File: config.mk
export PLATFORM = sky130hd
export DESIGN_NAME = pipe_hazard_ctrl_flat
export DESIGN_NICKNAME = d
export VERILOG_FILES = /design/src/rtl/pipe_hazard_ctrl_if.sv /design/src/rtl/pipe_hazard_ctrl.sv /design/src/flat_wrapper.sv
export SDC_FILE = /design/constraint.sdc
export NUM_CORES = 1
export LEC_CHECK = 0
export ABC_AREA = 1
export BUFFER_PORTS_ARGS = -buffer_cell sky130_fd_sc_hd__buf_4
export CORE_MARGIN = 3
export CORE_UTILIZATION = 48
export CTS_BUF_LIST = sky130_fd_sc_hd__clkbuf_8 sky130_fd_sc_hd__clkbuf_16
export CTS_CLUSTER_SIZE = 14
export DETAILED_ROUTE_END_ITERATION = 10
export MAX_ROUTING_LAYER = met4
export PLACE_DENSITY = 0.81
export REMOVE_ABC_BUFFERS = 1
export SLEW_MARGIN = 20
export SYNTH_ARGS = -nofsm -noshare
export SYNTH_HDL_FRONTEND = slang
export SYNTH_SLANG_ARGS = --single-unit
File: constraint.sdc
create_clock -name CLK -period 1.6 [get_ports CLK]
set_input_delay 0.16 -clock CLK [delete_from_list [all_inputs] [get_ports CLK]]
set_output_delay 0.16 -clock CLK [all_outputs]
set_load 0.02 [all_outputs]
File: src/rtl/pipe_hazard_ctrl_if.sv
// -----------------------------------------------------------------------------
// pipe_hazard_ctrl_if
//   Bundle between the pipeline datapath and the hazard controller.
//
//   Hazard sources (pipeline -> controller):
//     rs1_ID, rs2_ID            [4:0]  source register indices of the ID instruction
//     uses_rs1_ID, uses_rs2_ID         ID instruction actually reads that source
//     MemRead_EX                       EX instruction is a load
//     wrin_EX                   [4:0]  destination register of the EX instruction
//     branch_taken_EX                  branch in EX resolved taken
//     mem_req_MEM, mem_ready_MEM       data-memory request / ready handshake
//
//   Pipeline controls (controller -> pipeline):
//     PC_WRITE, IF_ID_WRITE, ID_EX_WRITE, EX_MEM_WRITE   stage-register load enables
//     IF_ID_FLUSH, ID_EX_FLUSH, MEM_WB_FLUSH             bubble insertion on next edge
//     mem_err                                            one-cycle memory timeout pulse
//     stall_count, flush_count  [15:0]                   optional statistics
//
//   Modports: master = pipeline side, slave = hazard controller.
// -----------------------------------------------------------------------------
interface pipe_hazard_ctrl_if;
    logic [4:0]  rs1_ID;
    logic [4:0]  rs2_ID;
    logic        uses_rs1_ID;
    logic        uses_rs2_ID;
    logic        MemRead_EX;
    logic [4:0]  wrin_EX;
    logic        branch_taken_EX;
    logic        mem_req_MEM;
    logic        mem_ready_MEM;

    logic        PC_WRITE;
    logic        IF_ID_WRITE;
    logic        ID_EX_WRITE;
    logic        EX_MEM_WRITE;
    logic        IF_ID_FLUSH;
    logic        ID_EX_FLUSH;
    logic        MEM_WB_FLUSH;
    logic        mem_err;
    logic [15:0] stall_count;
    logic [15:0] flush_count;

    modport master (
        output rs1_ID, rs2_ID, uses_rs1_ID, uses_rs2_ID,
        output MemRead_EX, wrin_EX, branch_taken_EX,
        output mem_req_MEM, mem_ready_MEM,
        input  PC_WRITE, IF_ID_WRITE, ID_EX_WRITE, EX_MEM_WRITE,
        input  IF_ID_FLUSH, ID_EX_FLUSH, MEM_WB_FLUSH,
        input  mem_err, stall_count, flush_count
    );

    modport slave (
        input  rs1_ID, rs2_ID, uses_rs1_ID, uses_rs2_ID,
        input  MemRead_EX, wrin_EX, branch_taken_EX,
        input  mem_req_MEM, mem_ready_MEM,
        output PC_WRITE, IF_ID_WRITE, ID_EX_WRITE, EX_MEM_WRITE,
        output IF_ID_FLUSH, ID_EX_FLUSH, MEM_WB_FLUSH,
        output mem_err, stall_count, flush_count
    );
endinterface

File: src/rtl/pipe_hazard_ctrl.sv
// -----------------------------------------------------------------------------
// pipe_hazard_ctrl
//   Hazard controller for a 5-stage in-order pipeline. Resolves three hazard
//   classes with fixed priority: data-memory wait > taken branch > load-use.
//
//   Parameters:
//     FLUSH_CYCLES (1..7)    total cycles IF/ID is flushed after a taken branch
//     MEM_TIMEOUT  (1..1023) MEM_WAIT cycles tolerated before aborting with mem_err
//
//   Ports:
//     CLK    single clock, rising edge
//     RESET  asynchronous, active-high; outputs are forced to the "everything
//            frozen and bubbled" pattern while it is high
//     bus    pipe_hazard_ctrl_if.slave (hazard sources in, stage controls out)
//
//   All controls are combinational from the current state and inputs.
//
//   Build option: define PIPE_HAZARD_STATS_EN to get saturating stall/flush
//   counters; otherwise stall_count/flush_count are tied to zero.
// -----------------------------------------------------------------------------
module pipe_hazard_ctrl #(
    parameter int FLUSH_CYCLES = 2,
    parameter int MEM_TIMEOUT  = 255
) (
    input  logic               CLK,
    input  logic               RESET,
    pipe_hazard_ctrl_if.slave  bus
);

    typedef enum logic [1:0] {
        S_RUN      = 2'd0,
        S_FLUSH    = 2'd1,
        S_MEM_WAIT = 2'd2
    } state_t;

    localparam logic [2:0] FLUSH_LOAD  = 3'(FLUSH_CYCLES - 1);
    localparam logic [9:0] TIMEOUT_LIM = 10'(MEM_TIMEOUT);
    localparam logic       MULTI_FLUSH = (FLUSH_CYCLES > 1);

    state_t     state_q, state_d;
    logic [2:0] flush_cnt_q, flush_cnt_d;
    logic [9:0] to_cnt_q, to_cnt_d;

    logic mem_wait;
    logic load_use;

    // Event selected for this cycle (at most one is set).
    logic enter_wait, hold_wait, take_branch, stall_lu, flushing, timeout;

    logic pc_write, if_id_write, id_ex_write, ex_mem_write;
    logic if_id_flush, id_ex_flush, mem_wb_flush, mem_err_c;

    assign mem_wait = bus.mem_req_MEM & ~bus.mem_ready_MEM;

    // x0 is hard-wired to zero, so a load targeting it can never feed ID.
    assign load_use = bus.MemRead_EX && (bus.wrin_EX != 5'd0) &&
                      ((bus.uses_rs1_ID && (bus.rs1_ID == bus.wrin_EX)) ||
                       (bus.uses_rs2_ID && (bus.rs2_ID == bus.wrin_EX)));

    always_ff @(posedge CLK or posedge RESET) begin
        if (RESET) begin
            state_q     <= S_RUN;
            flush_cnt_q <= 3'd0;
            to_cnt_q    <= 10'd0;
        end else begin
            state_q     <= state_d;
            flush_cnt_q <= flush_cnt_d;
            to_cnt_q    <= to_cnt_d;
        end
    end

    always_comb begin
        pc_write     = 1'b1;
        if_id_write  = 1'b1;
        id_ex_write  = 1'b1;
        ex_mem_write = 1'b1;
        if_id_flush  = 1'b0;
        id_ex_flush  = 1'b0;
        mem_wb_flush = 1'b0;
        mem_err_c    = 1'b0;
        state_d      = state_q;
        flush_cnt_d  = flush_cnt_q;
        to_cnt_d     = to_cnt_q;
        enter_wait   = 1'b0;
        hold_wait    = 1'b0;
        take_branch  = 1'b0;
        stall_lu     = 1'b0;
        flushing     = 1'b0;
        timeout      = 1'b0;

        // Event selection by state and priority.
        case (state_q)
            S_RUN: begin
                if (mem_wait)                 enter_wait  = 1'b1;
                else if (bus.branch_taken_EX) take_branch = 1'b1;
                else if (load_use)            stall_lu    = 1'b1;
            end
            S_FLUSH: begin
                // Load-use is meaningless here: ID holds an instruction being flushed.
                if (mem_wait) enter_wait = 1'b1;
                else          flushing   = 1'b1;
            end
            S_MEM_WAIT: begin
                if (bus.mem_ready_MEM) begin
                    // EX was frozen during the wait, so the branch / load-use
                    // inputs seen now are the ones deferred by the wait.
                    state_d  = S_RUN;
                    to_cnt_d = 10'd0;
                    if (bus.branch_taken_EX) take_branch = 1'b1;
                    else if (load_use)       stall_lu    = 1'b1;
                end else if (to_cnt_q >= TIMEOUT_LIM) begin
                    timeout = 1'b1;
                end else begin
                    hold_wait = 1'b1;
                end
            end
            default: state_d = S_RUN;
        endcase

        // Freeze the whole pipe and bubble MEM/WB while memory is not ready.
        if (enter_wait || hold_wait) begin
            pc_write     = 1'b0;
            if_id_write  = 1'b0;
            id_ex_write  = 1'b0;
            ex_mem_write = 1'b0;
            mem_wb_flush = 1'b1;
            state_d      = S_MEM_WAIT;
            flush_cnt_d  = 3'd0;
            to_cnt_d     = enter_wait ? 10'd1 : (to_cnt_q + 10'd1);
        end

        // This cycle counts as the first of FLUSH_CYCLES flush cycles.
        if (take_branch) begin
            if_id_flush = 1'b1;
            id_ex_flush = 1'b1;
            to_cnt_d    = 10'd0;
            if (MULTI_FLUSH) begin
                state_d     = S_FLUSH;
                flush_cnt_d = FLUSH_LOAD;
            end else begin
                state_d = S_RUN;
            end
        end

        if (stall_lu) begin
            pc_write    = 1'b0;
            if_id_write = 1'b0;
            id_ex_flush = 1'b1;
        end

        if (flushing) begin
            if_id_flush = 1'b1;
            flush_cnt_d = flush_cnt_q - 3'd1;
            if (flush_cnt_q <= 3'd1) begin
                state_d     = S_RUN;
                flush_cnt_d = 3'd0;
            end
        end

        if (timeout) begin
            mem_err_c = 1'b1;
            state_d   = S_RUN;
            to_cnt_d  = 10'd0;
        end

        // Reset dominates: nothing advances and every stage gets a bubble.
        if (RESET) begin
            pc_write     = 1'b0;
            if_id_write  = 1'b0;
            id_ex_write  = 1'b0;
            ex_mem_write = 1'b0;
            if_id_flush  = 1'b1;
            id_ex_flush  = 1'b1;
            mem_wb_flush = 1'b1;
            mem_err_c    = 1'b0;
        end
    end

    assign bus.PC_WRITE     = pc_write;
    assign bus.IF_ID_WRITE  = if_id_write;
    assign bus.ID_EX_WRITE  = id_ex_write;
    assign bus.EX_MEM_WRITE = ex_mem_write;
    assign bus.IF_ID_FLUSH  = if_id_flush;
    assign bus.ID_EX_FLUSH  = id_ex_flush;
    assign bus.MEM_WB_FLUSH = mem_wb_flush;
    assign bus.mem_err      = mem_err_c;

`ifdef PIPE_HAZARD_STATS_EN
    logic [15:0] stall_stat_q;
    logic [15:0] flush_stat_q;

    // Saturating event counters.
    always_ff @(posedge CLK or posedge RESET) begin
        if (RESET) begin
            stall_stat_q <= 16'd0;
            flush_stat_q <= 16'd0;
        end else begin
            if (!pc_write && (stall_stat_q != 16'hFFFF))
                stall_stat_q <= stall_stat_q + 16'd1;
            if (if_id_flush && (flush_stat_q != 16'hFFFF))
                flush_stat_q <= flush_stat_q + 16'd1;
        end
    end

    assign bus.stall_count = stall_stat_q;
    assign bus.flush_count = flush_stat_q;
`else
    assign bus.stall_count = 16'd0;
    assign bus.flush_count = 16'd0;
`endif

endmodule

File: src/flat_wrapper.sv
// flat-port wrapper written by rule: the top's interface ports become plain ports
module pipe_hazard_ctrl_flat 
#(
    parameter int FLUSH_CYCLES = 2,
    parameter int MEM_TIMEOUT  = 255
)
  (CLK, RESET, bus_rs1_ID, bus_rs2_ID, bus_uses_rs1_ID, bus_uses_rs2_ID, bus_MemRead_EX, bus_wrin_EX, bus_branch_taken_EX, bus_mem_req_MEM, bus_mem_ready_MEM, bus_PC_WRITE, bus_IF_ID_WRITE, bus_ID_EX_WRITE, bus_EX_MEM_WRITE, bus_IF_ID_FLUSH, bus_ID_EX_FLUSH, bus_MEM_WB_FLUSH, bus_mem_err, bus_stall_count, bus_flush_count);
  pipe_hazard_ctrl_if bus_i ();
  input  logic CLK;
  input  logic RESET;
  input wire logic [$bits(bus_i.rs1_ID)-1:0] bus_rs1_ID;
  input wire logic [$bits(bus_i.rs2_ID)-1:0] bus_rs2_ID;
  input wire logic [$bits(bus_i.uses_rs1_ID)-1:0] bus_uses_rs1_ID;
  input wire logic [$bits(bus_i.uses_rs2_ID)-1:0] bus_uses_rs2_ID;
  input wire logic [$bits(bus_i.MemRead_EX)-1:0] bus_MemRead_EX;
  input wire logic [$bits(bus_i.wrin_EX)-1:0] bus_wrin_EX;
  input wire logic [$bits(bus_i.branch_taken_EX)-1:0] bus_branch_taken_EX;
  input wire logic [$bits(bus_i.mem_req_MEM)-1:0] bus_mem_req_MEM;
  input wire logic [$bits(bus_i.mem_ready_MEM)-1:0] bus_mem_ready_MEM;
  output wire logic [$bits(bus_i.PC_WRITE)-1:0] bus_PC_WRITE;
  output wire logic [$bits(bus_i.IF_ID_WRITE)-1:0] bus_IF_ID_WRITE;
  output wire logic [$bits(bus_i.ID_EX_WRITE)-1:0] bus_ID_EX_WRITE;
  output wire logic [$bits(bus_i.EX_MEM_WRITE)-1:0] bus_EX_MEM_WRITE;
  output wire logic [$bits(bus_i.IF_ID_FLUSH)-1:0] bus_IF_ID_FLUSH;
  output wire logic [$bits(bus_i.ID_EX_FLUSH)-1:0] bus_ID_EX_FLUSH;
  output wire logic [$bits(bus_i.MEM_WB_FLUSH)-1:0] bus_MEM_WB_FLUSH;
  output wire logic [$bits(bus_i.mem_err)-1:0] bus_mem_err;
  output wire logic [$bits(bus_i.stall_count)-1:0] bus_stall_count;
  output wire logic [$bits(bus_i.flush_count)-1:0] bus_flush_count;
  assign bus_i.rs1_ID = bus_rs1_ID;
  assign bus_i.rs2_ID = bus_rs2_ID;
  assign bus_i.uses_rs1_ID = bus_uses_rs1_ID;
  assign bus_i.uses_rs2_ID = bus_uses_rs2_ID;
  assign bus_i.MemRead_EX = bus_MemRead_EX;
  assign bus_i.wrin_EX = bus_wrin_EX;
  assign bus_i.branch_taken_EX = bus_branch_taken_EX;
  assign bus_i.mem_req_MEM = bus_mem_req_MEM;
  assign bus_i.mem_ready_MEM = bus_mem_ready_MEM;
  assign bus_PC_WRITE = bus_i.PC_WRITE;
  assign bus_IF_ID_WRITE = bus_i.IF_ID_WRITE;
  assign bus_ID_EX_WRITE = bus_i.ID_EX_WRITE;
  assign bus_EX_MEM_WRITE = bus_i.EX_MEM_WRITE;
  assign bus_IF_ID_FLUSH = bus_i.IF_ID_FLUSH;
  assign bus_ID_EX_FLUSH = bus_i.ID_EX_FLUSH;
  assign bus_MEM_WB_FLUSH = bus_i.MEM_WB_FLUSH;
  assign bus_mem_err = bus_i.mem_err;
  assign bus_stall_count = bus_i.stall_count;
  assign bus_flush_count = bus_i.flush_count;
  pipe_hazard_ctrl #(.FLUSH_CYCLES(FLUSH_CYCLES), .MEM_TIMEOUT(MEM_TIMEOUT)) u_core (.CLK(CLK), .RESET(RESET), .bus(bus_i));
endmodule
Word level (Yosys, flattened, before mapping)
Cells that the tools add are included.
- bits of input ports: 23
- bits in registers: 15
- output and inout port bits: 40
- bitwise gates (word level): 2
- equal/unequal tests: 4
- add/sub/neg operators: 2
- reduce and logical (&&, ||, !) cells: 13
- mux-type cells: 49
- magnitude comparators: 2
- operators by type and width (cell ; number):
    2-to-1 mux 10 bit ; 6
    2-to-1 mux 1 bit ; 30
    2-to-1 mux 2 bit ; 6
    2-to-1 mux 3 bit ; 4
    adder 10 x 1 -> 10 bit, second input constant ; 1
    equality test 5 bit ; 2
    >= comparator 10 x 8 -> 1 bit, second input constant ; 1
    nonzero test 4 bit ; 2
    nonzero test 5 bit ; 1
    logical AND 1 bit ; 4
    one-hot mux 1 bit (2 select lines) ; 2
    one-hot mux 2 bit (2 select lines) ; 1
    less-or-equal comparator 3 x 1 -> 1 bit, second input constant ; 1
    nonzero test 3 bit ; 1
    subtractor 3 x 1 -> 3 bit, second input constant ; 1
    equality test 2 x 1 -> 1 bit, second input constant ; 1
    equality test 2 bit, second input constant ; 1
    zero test 2 bit ; 1
    logical OR 1 bit ; 2
    AND reduction 2 bit ; 1
    OR reduction 2 bit ; 1
    AND 1 bit ; 1
    inverter 1 bit ; 1

Logic depth before layout (Yosys ltp)
- depth in word-level cells: 10
- depth in mapped cells: 9
- mapped depth without buffers: 9

Worst setup path before layout
No wires, ideal clock.
- kind: flip-flop to output port
- start: register u_core.to_cnt_q[0]
- end: output bus_PC_WRITE
- stages on the path, launching flop included: 9
- path slack: -278 ps
- buffers on the path: 1
- data arrival time: 1718 ps
- path through: dfrtp_1 ha_1 nand2_1 nor2_1 nand2_1 nand3_2 nand3_2 a21oi_1 buf_4
- cells in the longest elaborated chain, start to end: 8
- RTL lines (item ; RTL line ; RTL):
    from (decl) ; pipe_hazard_ctrl.sv:42 ; logic [9:0] to_cnt_q, to_cnt_d;
    from (signal assigned) ; pipe_hazard_ctrl.sv:68 ; to_cnt_q <= to_cnt_d;
    >= comparator 10 x 8 -> 1 bit ; pipe_hazard_ctrl.sv:111 ; end else if (to_cnt_q >= TIMEOUT_LIM) begin
    2-to-1 mux 1 bit ; pipe_hazard_ctrl.sv:111 ;
    2-to-1 mux 1 bit ; pipe_hazard_ctrl.sv:104 ; if (bus.mem_ready_MEM) begin
    2-to-1 mux 1 bit ; pipe_hazard_ctrl.sv:92 ; case (state_q)
    logical OR 1 bit ; pipe_hazard_ctrl.sv:121 ; if (enter_wait || hold_wait) begin
    2-to-1 mux 1 bit (3 in series) ; n/a ;
    to (decl) ; flat_wrapper.sv:20 ; output wire logic [$bits(bus_i.PC_WRITE)-1:0] bus_PC_WRITE;
Every way passes these cells.

Worst setup path after layout
- start: register u_core.to_cnt_q[0]
- end: output bus_PC_WRITE
- cells in the longest elaborated chain, start to end: 8
- RTL lines (item ; RTL line ; RTL):
    >= comparator 10 x 8 -> 1 bit ; pipe_hazard_ctrl.sv:111 ;
    2-to-1 mux 1 bit ; pipe_hazard_ctrl.sv:111 ;
    2-to-1 mux 1 bit ; pipe_hazard_ctrl.sv:104 ;
    2-to-1 mux 1 bit ; pipe_hazard_ctrl.sv:92 ;
    logical OR 1 bit ; pipe_hazard_ctrl.sv:121 ;
    2-to-1 mux 1 bit ; pipe_hazard_ctrl.sv:121 ;
    2-to-1 mux 1 bit ; pipe_hazard_ctrl.sv:145 ; if (stall_lu) begin
    2-to-1 mux 1 bit ; pipe_hazard_ctrl.sv:167 ; if (RESET) begin
Every way passes these cells.

==> flow_results.xml <==
<?xml version="1.0" encoding="UTF-8"?>
<metrics>
  <group name="outcome">
    <metric name="outcome" unit="">complete, but fails checks</metric>
    <metric name="violated_checks" unit="">setup timing</metric>
  </group>
  <group name="clocking">
    <metric name="clk_root_buffer_cell" unit="">clkbuf_8</metric>
    <metric name="cts.sinks" unit="">15</metric>
    <metric name="reg_clk_slew_reported_paths" unit="ns">0.06</metric>
    <metric name="cts_htree_levels" unit="">1</metric>
    <metric name="clock_path_buffers" unit="">2</metric>
    <metric name="tritoncts" unit="">yes</metric>
    <metric name="cts_buffers" unit="">3</metric>
    <metric name="worstSkewPairLatency" unit="ns">0.25</metric>
  </group>
  <group name="critical_path">
    <metric name="critical_path_arrival" unit="ns">1.53</metric>
    <metric name="critPathCaptureType" unit="">primary output</metric>
    <metric name="critPathMaxFanout" unit="">3</metric>
    <metric name="cp.required" unit="ns">1.44</metric>
    <metric name="critical_path_class" unit="">flop to primary output</metric>
    <metric name="cp-start-kind" unit="">flop</metric>
  </group>
  <group name="place">
    <metric name="dpl_cell_area" unit="um2">1590</metric>
    <metric name="finalWeightedCongestion" unit="">0.865</metric>
    <metric name="post-place-cells" unit="">280</metric>
    <metric name="dp.final_hpwl" unit="mm">2.39</metric>
    <metric name="port-buffer-count" unit="">30</metric>
  </group>
  <group name="floorplan">
    <metric name="row_count" unit="">19</metric>
    <metric name="initial_core_util" unit="%">51.6</metric>
    <metric name="core_region_area" unit="um2">2810</metric>
    <metric name="floorplan.die.height" unit="um">60.9</metric>
    <metric name="fp.dieW" unit="um">60.9</metric>
    <metric name="die-area" unit="um2">3710</metric>
    <metric name="top_level_ports" unit="">63</metric>
  </group>
  <group name="cells_and_area">
    <metric name="areaGrowthSynthToFinish" unit="%">23.2</metric>
    <metric name="finish.instance_area" unit="um2">1780</metric>
    <metric name="insertedDiodeCount" unit="">0</metric>
    <metric name="num-nets-final" unit="">288</metric>
    <metric name="layout-drive-gt1-share" unit="%">26.4</metric>
    <metric name="instances_no_fill" unit="">292</metric>
    <metric name="layout.filler_cells" unit="">253</metric>
  </group>
  <group name="routing">
    <metric name="dr_total_vias" unit="">1349</metric>
    <metric name="first_pass_iters" unit="">4</metric>
    <metric name="detailedRoute.firstIterationViolations" unit="">80</metric>
    <metric name="vias_per_cell" unit="">4.62</metric>
    <metric name="drt-wirelength-per-cell" unit="um">11.0</metric>
    <metric name="ant_nets" unit="">0</metric>
    <metric name="detail_route.drc_violations" unit="">0</metric>
    <metric name="drt-total-wl" unit="mm">3.23</metric>
  </group>
  <group name="global_route">
    <metric name="grt_usage" unit="%">16.9</metric>
    <metric name="grt_overflow_total" unit="">0</metric>
    <metric name="initial_antenna_violation_count" unit="">0</metric>
    <metric name="grt_pass1_wl" unit="mm">4.57</metric>
    <metric name="grt_max_degree" unit="">16</metric>
    <metric name="first_global_vias" unit="">1136</metric>
  </group>
  <group name="sta">
    <metric name="worst_slack" unit="ns">-0.0921</metric>
    <metric name="skew" unit="ns">0.00381</metric>
    <metric name="report.final.slew_viol_count" unit="">0</metric>
    <metric name="period_share" unit="%">106</metric>
    <metric name="max_freq" unit="MHz">591</metric>
    <metric name="report.final.hold_viol_count" unit="">0</metric>
    <metric name="setup-violations-final" unit="">5</metric>
    <metric name="finalWorstPathRequiredPeriod" unit="ns">1.69</metric>
    <metric name="rsz_0062_raised_after_global_routing" unit="">yes</metric>
  </group>
  <group name="power_and_ir_drop">
    <metric name="max-vdd-ir-drop" unit="uV">557</metric>
    <metric name="power.leakage" unit="uW">0.00110</metric>
    <metric name="power.density" unit="nW/um2">904</metric>
  </group>
  <group name="logic_synthesis">
    <metric name="cell_count_after_synthesis" unit="">220</metric>
    <metric name="yosys_register_bits" unit="">15</metric>
    <metric name="synthDistinctLibCells" unit="">24</metric>
    <metric name="cell_area_synth" unit="um2">1450</metric>
    <metric name="seq_area_frac_synth" unit="%">25.9</metric>
    <metric name="synthesis.area_per_instance" unit="um2">6.58</metric>
    <metric name="ys.warnings.count" unit="">0</metric>
  </group>
  <group name="flow_run">
    <metric name="max_cap_viol_count" unit="">0</metric>
  </group>
  <group name="hold_path">
    <metric name="min_path_type" unit="">input pin to flop</metric>
  </group>
</metrics>
-- per-layer routing --
| metal | wire length [um] | global-route usage, % | up-vias |
|---|---|---|---|
| met2 | 1700 | 31.3 | 50 |
| met3 | 249 | 2.98 | 4 |
| li1 | - | - | 686 |
| met5 | 0 | - | - |
| met1 | 1240 | 17.5 | 609 |
| met4 | 40 | 6.50 | 0 |
-- cells by family (layout without fill, tap and decap cells) --
logic type	after synthesis	in the layout	synth area share (%)
AND/OR/NAND/NOR	125	125	41.4
adder cells (fa/ha/maj)	3	3	2.59
XOR/XNOR	2	2	1.21
other	1	32	0.259
buffers and inverters	69	79	26.7
AO/OA/AOI/OAI	5	5	1.90
flip-flops	15	15	25.9
-- final timing paths --
path / startpoint / endpoint / slack, ns / cells past startpoint
worst max-delay path: u_core.to_cnt_q[0] / bus_PC_WRITE / -0.09 / 8
worst min-delay path: bus_branch_taken_EX / u_core.to_cnt_q[5] / 0.31 / 4
worst min register to register: u_core.flush_cnt_q[1] / u_core.flush_cnt_q[1] / 0.50 / 2
worst max register to register: u_core.to_cnt_q[0] / u_core.to_cnt_q[3] / 0.09 / 10
min in group asynchronous: RESET / u_core.to_cnt_q[4] / 0.58 / 4
max in group asynchronous: RESET / u_core.to_cnt_q[5] / 0.83 / 4
-- sequential cells by signal, indices dropped and copies added (netlist names) --
register            cells
u_core.to_cnt_q        10
u_core.flush_cnt_q      3
u_core.state_q          2
-- through the flow --
step	setup slack [ns]	util (%)	hold slack [ns]	TNS, ns	total power, uW
CTS	-0.0891	60.2	0.302	-0.346	1540
global placement	0.144	56.6	0.243	0	1180
finish	-0.0921	63.6	0.313	-0.332	1610
detailed placement	0.0606	56.6	0.258	0	1190
global route	-0.191	63.6	0.331	-1.04	1730
floorplan	-0.291	-	0.0770	-0.583	1010
-- placed cells by master, fill, tap and decap left out, types with 3 or more instances in the layout --
cell	n
buf_4	36
buf_6	3
clkbuf_8	3
conb_1	32
dfrtp_1	14
inv_1	33
inv_2	3
nand2_1	65
nand2_2	3
nand2_4	6
nand3_1	9
nand4_1	11
nor2_1	16
nor2_4	5
-- layout make-up --
class | instances | area (um2) | share of cell area (%)
Timing Repair Buffer | 40 | 314 | 17.6
Inverter | 35 | 131 | 7.37
Multi-Input combinational cell | 167 | 877 | 49.2
Tap cell | 31 | 38.8 | 2.18
Clock inverter | 1 | 3.75 | 0.211
Clock buffer | 3 | 41.3 | 2.32
Sequential cell | 15 | 377 | 21.1
-- critical path, stage by stage (launching register included) --
cell and delay, ns:
dfrtp_1 0.36, ha_2 0.19, nand2_2 0.08, nor2_4 0.12
nand2_4 0.07, nand3_4 0.08, nand3_4 0.08, a21oi_4 0.15
buf_6 0.14
-- where the power goes --
part	internal, uW	total [uW]	switching, uW
sequential	449	501	52.2
combinational	318	812	494
clock	170	299	129
-- cell usage after synthesis --
cell      count  share of area [%]
buf_4        34                 18
o21ai_1       1               0.35
nand2_4       4                3.1
nand2_2       1               0.43
nor2_4        3                2.3
o21ai_0       1               0.35
nor2_2        1               0.43
o21bai_1      1               0.52
nor3_1        1               0.35
nor2_1       18                4.7
or2_2         2               0.86
xor2_1        2                1.2
ha_1          3                2.6
nand3_1      10                3.5
dfrtp_1      15                 26
conb_1        1               0.26
inv_2         2               0.52
nor3_2        1               0.69
nand3b_1      2                1.0
nand2_1      69                 18
nand3_2       2                1.4
a21oi_1       2               0.69
inv_1        33                8.6
nand4_1      11                4.8
-- repair_timing --
action                                  in CTS  in global routing
buffers inserted                             4                  3
pin swaps                                    3                  5
resized for setup                            5                 17
hold buffers                                 1                  0
endpoints found under the setup margin       6                 10
hold endpoints to repair                    15                  0
(Power assumes the default switching activity.)
